--- config.mk ---
export PLATFORM = sky130hd
export DESIGN_NAME = serdes_word_aligner
export DESIGN_NICKNAME = d
export VERILOG_FILES = /design/src/rtl/serdes_word_aligner.sv
export SDC_FILE = /design/constraint.sdc
export NUM_CORES = 1
export LEC_CHECK = 0
export CORE_AREA = 10 10 71 73
export CTS_CLUSTER_DIAMETER = 100
export DETAILED_ROUTE_END_ITERATION = 7
export DIE_AREA = 0 0 81 83
export PLACE_DENSITY_LB_ADDON = 0.2
export SLEW_MARGIN = 20
export SYNTH_ARGS = -nofsm -noshare
export SYNTH_HDL_FRONTEND = slang
export SYNTH_SLANG_ARGS = --single-unit
--- constraint.sdc ---
create_clock -name CLK -period 7.55 [get_ports CLK]
set_input_delay 1.8875 -clock CLK [delete_from_list [all_inputs] [get_ports CLK]]
set_output_delay 1.8875 -clock CLK [all_outputs]
set_load 0.005 [all_outputs]
--- src/rtl/serdes_word_aligner.sv ---
// serdes_word_aligner: finds the bit offset at which SYNC_PATTERN appears in a
// deserialized 8-bit stream, verifies it over LOCK_COUNT consecutive words,
// then emits realigned words while locked.
//
// Ports:
//   CLK, RST          sole clock (rising edge), synchronous active-high reset
//   din, din_valid    deserializer word (din[0] newest bit) and its qualifier
//   realign           single-cycle request to drop lock and search again
//   train             link is sending SYNC_PATTERN continuously
//   dout, dout_valid  aligned word, one cycle after the input word
//   locked            alignment established
//   offset            selected bit offset k into {prev, din}
//   lock_lost         one-cycle pulse when lock is dropped by miss detection
//
// Optional feature: define SERDES_ALIGNER_LOSS_DETECT_EN to drop lock after
// MISS_LIMIT consecutive mismatches while train is high.

module serdes_word_aligner #(
  parameter logic [7:0]  SYNC_PATTERN = 8'h5C,
  parameter int unsigned LOCK_COUNT   = 4,
  parameter int unsigned MISS_LIMIT   = 3
) (
  input  logic       CLK,
  input  logic       RST,
  input  logic [7:0] din,
  input  logic       din_valid,
  input  logic       realign,
  input  logic       train,
  output logic [7:0] dout,
  output logic       dout_valid,
  output logic       locked,
  output logic [2:0] offset,
  output logic       lock_lost
);

  localparam int unsigned W   = 8;
  localparam int unsigned CW  = 4;
  localparam int unsigned OW  = 3;
  localparam int unsigned NK  = 8;
  localparam int unsigned CAT = 2 * W - 1;  // top bit of {prev,din} is never selected

  typedef enum logic [1:0] {
    SEARCH = 2'd0,
    VERIFY = 2'd1,
    LOCKED = 2'd2
  } state_e;

  state_e        state_q, state_d;
  logic [W-1:0]  prev_q, prev_d;
  logic          primed_q, primed_d;
  logic [CW-1:0] match_q, match_d;
  logic [W-1:0]  dout_q, dout_d;
  logic          dout_valid_q, dout_valid_d;
  logic          locked_q, locked_d;
  logic [OW-1:0] offset_q, offset_d;
  logic          lock_lost_q, lock_lost_d;

  logic [CAT-1:0] cat;
  logic [W-1:0]   cand [NK];
  logic [W-1:0]   cand_sel;
  logic           hit;
  logic [OW-1:0]  hit_k;
  logic [CW-1:0]  match_inc;

`ifdef SERDES_ALIGNER_LOSS_DETECT_EN
  logic [CW-1:0] miss_q, miss_d;
  logic [CW-1:0] miss_inc;
  logic          unused_c;
  assign unused_c = prev_q[W-1];
`else
  logic unused_c;
  assign unused_c = ^{prev_q[W-1], train, CW'(MISS_LIMIT)};
`endif

  // Candidate windows and lowest-offset pattern search
  always_comb begin
    cat   = {prev_q[W-2:0], din};
    hit   = 1'b0;
    hit_k = '0;
    for (int k = 0; k < NK; k++) begin
      cand[k] = cat[k +: W];
    end
    for (int k = NK - 1; k >= 0; k--) begin
      if (cand[k] == SYNC_PATTERN) begin
        hit   = 1'b1;
        hit_k = OW'(k);
      end
    end
    cand_sel = cand[offset_q];
  end

  // Next-state and registered-output logic
  always_comb begin
    state_d      = state_q;
    prev_d       = din_valid ? din : prev_q;
    primed_d     = primed_q | din_valid;
    match_d      = match_q;
    dout_d       = dout_q;
    dout_valid_d = 1'b0;
    offset_d     = offset_q;
    lock_lost_d  = 1'b0;
    match_inc    = (match_q == '1) ? match_q : match_q + CW'(1);
`ifdef SERDES_ALIGNER_LOSS_DETECT_EN
    miss_d       = miss_q;
    miss_inc     = (miss_q == '1) ? miss_q : miss_q + CW'(1);
`endif

    if (realign) begin
      state_d = SEARCH;
      match_d = '0;
`ifdef SERDES_ALIGNER_LOSS_DETECT_EN
      miss_d  = '0;
`endif
    end else if (din_valid) begin
      unique case (state_q)
        SEARCH: begin
          // prev holds no real data until the first word after reset
          if (primed_q && hit) begin
            offset_d = hit_k;
            match_d  = CW'(1);
            state_d  = (LOCK_COUNT == 1) ? LOCKED : VERIFY;
          end
        end
        VERIFY: begin
          if (cand_sel == SYNC_PATTERN) begin
            match_d = match_inc;
            if (match_inc == CW'(LOCK_COUNT)) state_d = LOCKED;
          end else begin
            // the failing word is dropped, not re-searched
            state_d = SEARCH;
            match_d = '0;
          end
        end
        LOCKED: begin
          dout_d       = cand_sel;
          dout_valid_d = 1'b1;
`ifdef SERDES_ALIGNER_LOSS_DETECT_EN
          if (train) begin
            if (cand_sel != SYNC_PATTERN) begin
              miss_d = miss_inc;
              if (miss_inc >= CW'(MISS_LIMIT)) begin
                state_d     = SEARCH;
                match_d     = '0;
                miss_d      = '0;
                lock_lost_d = 1'b1;
              end
            end else begin
              miss_d = '0;
            end
          end
`endif
        end
        default: state_d = SEARCH;
      endcase
    end

`ifdef SERDES_ALIGNER_LOSS_DETECT_EN
    // misses only accumulate across an unbroken training interval
    if (!train) miss_d = '0;
`endif

    locked_d = (state_d == LOCKED);
  end

  // State and output registers
  always_ff @(posedge CLK) begin
    if (RST) begin
      state_q      <= SEARCH;
      prev_q       <= '0;
      primed_q     <= 1'b0;
      match_q      <= '0;
      dout_q       <= '0;
      dout_valid_q <= 1'b0;
      locked_q     <= 1'b0;
      offset_q     <= '0;
      lock_lost_q  <= 1'b0;
`ifdef SERDES_ALIGNER_LOSS_DETECT_EN
      miss_q       <= '0;
`endif
    end else begin
      state_q      <= state_d;
      prev_q       <= prev_d;
      primed_q     <= primed_d;
      match_q      <= match_d;
      dout_q       <= dout_d;
      dout_valid_q <= dout_valid_d;
      locked_q     <= locked_d;
      offset_q     <= offset_d;
      lock_lost_q  <= lock_lost_d;
`ifdef SERDES_ALIGNER_LOSS_DETECT_EN
      miss_q       <= miss_d;
`endif
    end
  end

  assign dout       = dout_q;
  assign dout_valid = dout_valid_q;
  assign locked     = locked_q;
  assign offset     = offset_q;
  assign lock_lost  = lock_lost_q;

endmodule

Word-level counts from Yosys, hierarchy flattened
Index checks and enable logic that the tools add are counted.
- register bits: 27
- output and inout bits: 14
- logic and storage cells: 67
- add/sub/neg operators: 1
- order comparisons: 1
- equal/unequal tests: 15
- muxes and demuxes: 30
- bitwise logic cells: 4
- reductions and logical operators: 8
- operator list (operator ; count):
    8-bit by 7-bit == test with 1-bit output (second input constant) ; 9
    8-bit binary-select mux with 3-bit select ; 1
    3-bit 2-to-1 mux ; 8
    8-bit 2-to-1 mux ; 2
    4-bit 2-to-1 mux ; 3
    2-bit 2-to-1 mux ; 5
    1-bit 2-to-1 mux ; 9
    4-bit one-hot mux with 2 select lines ; 1
    2-bit one-hot mux with 3 select lines ; 1
    3-bit AND reduction ; 2
    4-bit by 1-bit adder with 4-bit output (second input constant) ; 1
    2-bit == test (second input constant) ; 2
    4-bit by 3-bit == test with 1-bit output (second input constant) ; 1
    4-bit == test (second input constant) ; 1
    4-bit greater-or-equal comparator (second input constant) ; 1
    3-bit NOT with 4-bit output ; 1
    4-bit AND reduction ; 1
    3-bit OR reduction ; 1
    2-bit by 1-bit == test with 1-bit output (second input constant) ; 1
    2-bit zero test ; 1
    2-bit inequality test (second input constant) ; 1
    1-bit NOT ; 2
    2-bit nonzero test ; 1
    2-bit OR reduction ; 1
    other kinds (2) ; 2

Depth between registers and ports, before layout
Gate-level depths: netlist of run 1.
- word-level depth: 15
- gate-level depth with buffers: 8
- mapped depth without buffers: 7

Worst setup path after synthesis of run 1
Ideal clock, no wire load.
- kind: input to register
- from: in din[7]
- to: reg match_q[0]
- setup time: 70 ps
- data arrival time: 3605 ps
- data required time: 7480 ps
- slack: 3875 ps
- cell stages on the path: 6
- buffers on the path: 1
- path through: buf_2 -> mux4_2 -> nor2b_4 -> or4_4 -> o32a_1 -> a21oi_1
- cells in the longest elaborated chain, start to end: 12
- elaborated cells between the ends (all ways): 25
- classes of those cells: eq/ne: 10; mux: 13; reduce/logical: 2
- ends and longest elaborated chain (element ; RTL line ; text):
    start: declaration ; 25 ; input logic [7:0] din,
    8-bit by 7-bit == test with 1-bit output ; 84 ; if (cand[k] == SYNC_PATTERN) begin
    1-bit 2-to-1 mux (8 in series) ; 84 ;
    1-bit logical AND ; 118 ; if (primed_q && hit) begin
    2-bit inequality test (no line) ; n/a ;
    3-bit AND reduction (no line) ; n/a ;
    end signal: assignment ; 184 ; match_q <= match_d;
    end: declaration ; 51 ; logic [CW-1:0] match_q, match_d;
Several ways; a longest one is shown, not always the timed one. The select of a mux whose other input is x is not followed.
A chain may end at the register's enable or synchronous reset.

Worst setup path after layout of run 1
- from: in din[4]
- to: reg locked_q, in the netlist locked
- cells in the longest elaborated chain, start to end: 12
- elaborated cells between the ends (all ways): 21
- classes of those cells: eq/ne: 7; mux: 13; reduce/logical: 1
- ends and longest elaborated chain (element ; RTL line ; text):
    8-bit by 7-bit == test with 1-bit output ; 84 ;
    1-bit 2-to-1 mux (5 in series) ; 84 ;
    1-bit logical AND ; 118 ;
    2-bit 2-to-1 mux ; 118 ;
    2-bit one-hot mux with 3 select lines * ; 115 ; unique case (state_q)
    2-bit 2-to-1 mux * ; 114 ; end else if (din_valid) begin
    2-bit 2-to-1 mux * ; 108 ; if (realign) begin
    2-bit == test * ; 162 ; locked_d = (state_d == LOCKED);
    end signal: assignment ; 187 ; locked_q <= locked_d;
    end: declaration ; 54 ; logic locked_q, locked_d;
Every way passes the cells marked *; elsewhere a longest branch is shown, timed or not. The select of a mux whose other input is x is not followed.

==> flow_summary.json, run 1 <==
{
  "outcome": "complete, no violations",
  "tns_ps": 0,
  "synth_simple_gate_area_frac": 0.314,
  "rsz0062_at_grt": "no",
  "die_w_um": 81,
  "io_buffer_count": 24,
  "cts_tree": "done",
  "arrival_ps": 4450,
  "async_flop_share": 0,
  "vdd_drop_max_mv": 0.110,
  "drt_wl_total_mm": 5.07,
  "drt_pass1_iterations": 4,
  "hold_viol": 0,
  "drive_gt1_frac": 0.0846,
  "finClkSkew_ps": 10.4,
  "grt_pass1_wl_mm": 8.60,
  "critical_path.slowest_cell": "clkdlybuf4s50_1",
  "final_cell_mix": "dfxtp_1, clkdlybuf4s50_1, nor2_1, nand2_1",
  "final_common_cell": "dfxtp_1",
  "core-area_um2": 3630,
  "cp-end-kind": "register",
  "crit_path_max_fanout": 11,
  "wl_per_cell_um": 16.5,
  "crit_type": "primary input to register",
  "avgSynthCellArea_um2": 8.39,
  "num_rows": 22,
  "synth-seq-area-share": 0.257,
  "diodes": 0,
  "cts_buffers": 3,
  "grt_usage": 0.150,
  "areaGrowthSynthToFinish_pct": 11.9,
  "antenna_found_initial": 0,
  "path_clk_slew_ps": 90,
  "synth-edff-count": 0,
  "via_count": 1942,
  "relSlewSlack": 0.313,
  "final_core_utilization": 0.649,
  "worstPathCellList": "clkdlybuf4s50_1, or3b_2, a211oi_1, o32ai_1, nor4_4, a21oi_1, a2bb2oi_1",
  "synthesis.nets": 265,
  "synth.cell_area_um2": 2110,
  "grt_overflow": 0,
  "ant_nets": 0,
  "synth_xor_area_frac": 0,
  "start_util": 0.580,
  "critPathLaunchType": "primary input",
  "h-tree-depth": 1,
  "grt_max_degree": 31,
  "die_h_um": 83,
  "cts_hold_buf": 0,
  "power_density_nw_per_um2": 115,
  "viasPerCell": 6.31,
  "ctsRootBufferMaster": "clkbuf_8",
  "final_max_slew_viol_count": 0,
  "nets": 275,
  "synth_fa_ha_area_frac": 0.00594,
  "ys_warn_count": 0,
  "finalSetupViolCount": 0,
  "clk_latency_ps": 280,
  "worstPathRequired_ps": 7710,
  "ctsLongestPathBuffers": 2,
  "io_pins": 27,
  "max_stage_delay_ps": 710,
  "synth_flop_cell": "dfxtp_1",
  "fmax_mhz": 233,
  "cts_resized": 0,
  "dp_hpwl_mm": 3.74,
  "netlist_instances": 251,
  "detail_route.iter0.violations": 176,
  "synth_cell_types": 59,
  "cts_num_sinks": 27,
  "filler_cell_count": 329,
  "muxShareOfSynthArea": 0.162,
  "p_leak_nw": 0.755,
  "drcViolationCount": 0,
  "dieArea_um2": 6720,
  "tightest_slew_ps": 1030,
  "post-route-period-util": 0.567,
  "synth_top_family_by_area": "simple AND/OR/NAND/NOR gates",
  "grt_pass1_vias": 1775,
  "maxCapViolCount": 0,
  "hp-class": "register to register",
  "gp_congestion": 0.856,
  "post_cts_buffers": 0,
  "period_minus_slack_ps": 4280,
  "synth_compound_area_frac": 0.199,
  "synth-seq-cells": 27
}
flip-flops by register name (all words and copies together), names as in the netlist:
signal / count
offset: 3
primed_q: 1
dout: 8
dout_valid: 1
state_q: 2
prev_q: 7
match_q: 4
locked: 1
worst max-delay path, delay by kind of cell:
family,cells,cell delay [ps]
AOI/OAI and AO/OA,4,830
and+or+nand+nor,2,1010
buffers and inverters,1,710
power breakdown:
group,total [mW],switching [mW],internal [mW]
combinational,0.0392,0.0201,0.0191
clock,0.0820,0.0442,0.0379
sequential,0.150,0.00550,0.145
total,0.272,0.0698,0.202
routing by layer:
layer,vias up,GRT usage,wire length (um)
li1,968,-,-
met1,900,0.206,2270
met2,70,0.228,2380
met3,4,0.0409,392
met4,0,0.0297,27
met5,-,0,0
through the flow:
stage / cell area (um^2) / power (mW) / hold WS, ps / cells / worst slack, ps
floorplan: 2110 / 0.179 / 435 / 251 / 3880
global placement: 2310 / 0.192 / 439 / 304 / 3020
detailed placement: 2310 / 0.192 / 445 / 304 / 2990
CTS: 2360 / 0.275 / 458 / 308 / 3280
global route: 2360 / 0.284 / 500 / 308 / 3050
finish: 2360 / 0.272 / 455 / 308 / 3270
cells in the mapped netlist, types with 3 or more instances:
library cell / count / area share
dfxtp_1: 27 / 0.26
nor2_1: 23 / 0.041
nand2_1: 16 / 0.029
a21oi_1: 12 / 0.029
o21ai_0: 12 / 0.029
a211oi_1: 11 / 0.039
mux2i_1: 10 / 0.048
nand3b_1: 10 / 0.036
nor3_1: 10 / 0.024
clkbuf_1: 9 / 0.016
mux4_2: 9 / 0.096
nand2b_1: 9 / 0.027
nand3_1: 9 / 0.021
nor2b_1: 8 / 0.024
inv_1: 6 / 0.011
nand4_1: 5 / 0.015
buf_2: 4 / 0.0095
buf_4: 4 / 0.014
nor4_1: 4 / 0.012
o211ai_1: 4 / 0.014
o2111ai_1: 3 / 0.012
cells by family (layout without fill, tap and decap cells):
logic type               count (synthesis)  count (layout)
flip-flops                              27              27
AO/OA/AOI/OAI                           60              60
adder cells (fa/ha/maj)                  1               1
buffers and inverters                   27              36
other                                    1               1
AND/OR/NAND/NOR                        114             114
multiplexers                            21              21
final timing paths:
path              startpoint          to  slack (ps)  cells past startpoint
hold reg to reg      dout[0]     dout[0]         460                      2
setup reg to reg   offset[1]  match_q[0]        4650                      5
setup / recovery      din[4]      locked        3270                      7
hold / removal       dout[0]     dout[0]         460                      2
area by class of cell:
| type | count | area (um^2) | area share |
|---|---|---|---|
| flip-flops and latches | 27 | 541 | 0.229 |
| well taps | 48 | 60.1 | 0.0255 |
| multi-input cells | 197 | 1440 | 0.610 |
| repair buffers | 25 | 248 | 0.105 |
| inverters | 7 | 26.3 | 0.0111 |
| clock buffers | 4 | 45.0 | 0.0191 |
(Power assumes the default switching activity.)
==> run 2, diff against run 1 <==
--- a/config.mk
+++ b/config.mk
@@ -5,10 +5,10 @@
 export SDC_FILE = /design/constraint.sdc
 export NUM_CORES = 1
 export LEC_CHECK = 0
-export CORE_AREA = 10 10 71 73
+export CORE_AREA = 10 10 76 78
 export CTS_CLUSTER_DIAMETER = 100
 export DETAILED_ROUTE_END_ITERATION = 7
-export DIE_AREA = 0 0 81 83
+export DIE_AREA = 0 0 86 88
 export PLACE_DENSITY_LB_ADDON = 0.2
 export SLEW_MARGIN = 20
 export SYNTH_ARGS = -nofsm -noshare
==> constraint.sdc (replaced) <==
create_clock -name CLK -period 3.55 [get_ports CLK]
set_input_delay 0.8875 -clock CLK [delete_from_list [all_inputs] [get_ports CLK]]
set_output_delay 0.8875 -clock CLK [all_outputs]
set_load 0.005 [all_outputs]
==> flow_summary.json, run 2 (synthesis results as in run 1) <==
{
  "path_clk_slew_ps": 90,
  "final_cell_mix": "dfxtp_1, clkdlybuf4s50_1, nor2_1, nand2_1",
  "period_minus_slack_ps": 3150,
  "hold_depth": 2,
  "relSlewSlack": 0.378,
  "post_cts_buffers": 0,
  "hold_viol": 0,
  "antenna_found_initial": 0,
  "cts_tree": "done",
  "die_h_um": 88,
  "wl_per_cell_um": 16.8,
  "final_core_utilization": 0.564,
  "arrival_ps": 3310,
  "drcViolationCount": 0,
  "crit_type": "primary input to register",
  "cp-end-kind": "register",
  "outcome": "complete, no violations",
  "fmax_mhz": 318,
  "dp_slack_ps": 140,
  "power_density_nw_per_um2": 241,
  "via_count": 1982,
  "grt_pass1_wl_mm": 9.08,
  "maxCapViolCount": 0,
  "ctsRootBufferMaster": "clkbuf_8",
  "cts_buffers": 3,
  "cts_num_sinks": 27,
  "tightest_slew_ps": 931,
  "grt_use_met1": 0.193,
  "grt_overflow": 0,
  "dpl_cell_area_um2": 2380,
  "p_leak_nw": 0.794,
  "die_w_um": 86,
  "post-route-period-util": 0.886,
  "largest_reg_flops": 8,
  "drt_pass1_iterations": 4,
  "areaGrowthSynthToFinish_pct": 15.0,
  "ctsLongestPathBuffers": 2,
  "drive_gt1_frac": 0.112,
  "hold_slack_ps": 453,
  "dieArea_um2": 7570,
  "detail_route.iter0.violations": 214,
  "io_pins": 27,
  "h-tree-depth": 1,
  "clk_latency_ps": 270,
  "crit_path_max_fanout": 6,
  "grt_usage": 0.145,
  "critPathLaunchType": "primary input",
  "nets": 283,
  "hp-class": "register to register",
  "num_rows": 24,
  "io_buffer_count": 24,
  "diodes": 0,
  "finalSetupViolCount": 0,
  "vdd_drop_max_mv": 0.180,
  "drt_wl_total_mm": 5.39,
  "cts_resized": 0,
  "final_common_cell": "dfxtp_1",
  "grt_pass1_vias": 1819,
  "rr_worst_depth": 7,
  "final_cell_area_um2": 2420,
  "rsz0062_at_grt": "no",
  "start_util": 0.491,
  "gp_congestion": 0.880,
  "setup_ws_ps": 403,
  "finClkSkew_ps": 7.27,
  "dp_hpwl_mm": 4.11,
  "grtUsageMet2": 0.223,
  "final_max_slew_viol_count": 0,
  "grt_max_degree": 29,
  "ant_nets": 0,
  "grt_busiest_layer": "met2",
  "cts_hold_buf": 0,
  "worstPathRequired_ps": 3710,
  "viasPerCell": 6.19,
  "tns_ps": 0,
  "core-area_um2": 4290,
  "use_met3": 0.0371
}
## run 2: per-layer routing
layer | routed length [um] | up-vias
met3 | 341 | 6
met1 | 2590 | 935
met2 | 2370 | 58
met5 | 0 | -
met4 | 85 | 0
li1 | - | 983
## run 2: worst max-delay path, cell delays in order
cell and delay, ps:
clkdlybuf4s50_1 530, or3b_2 520, a211oi_1 320, o32ai_1 190
nor4_4 520, a21oi_1 170, a2bb2oi_1 170
## run 2: final cells by class
class	count	area, um^2
Clock buffer	4	45.0
Multi-Input combinational cell	197	1440
Inverter	7	26.3
Sequential cell	27	541
Fill cell	446	1870
Tap cell	52	65.1
Timing Repair Buffer	33	308
## run 2: stage by stage
stage               total power, mW  std cells
global placement              0.415        316
finish                        0.585        320
floorplan                     0.381        251
global route                  0.618        320
CTS                           0.594        320
detailed placement            0.416        316
## run 2: where the power goes
part,internal [mW],switching [mW]
clock network,0.0804,0.0937
logic,0.0456,0.0450
registers,0.308,0.0118
total,0.434,0.150
## run 2: worst paths after layout
kind                   from  slack (ps)       to
setup / recovery     din[1]         400   locked
setup reg to reg  offset[1]         790   locked
hold / removal      dout[0]         450  dout[0]
hold reg to reg     dout[0]         450  dout[0]
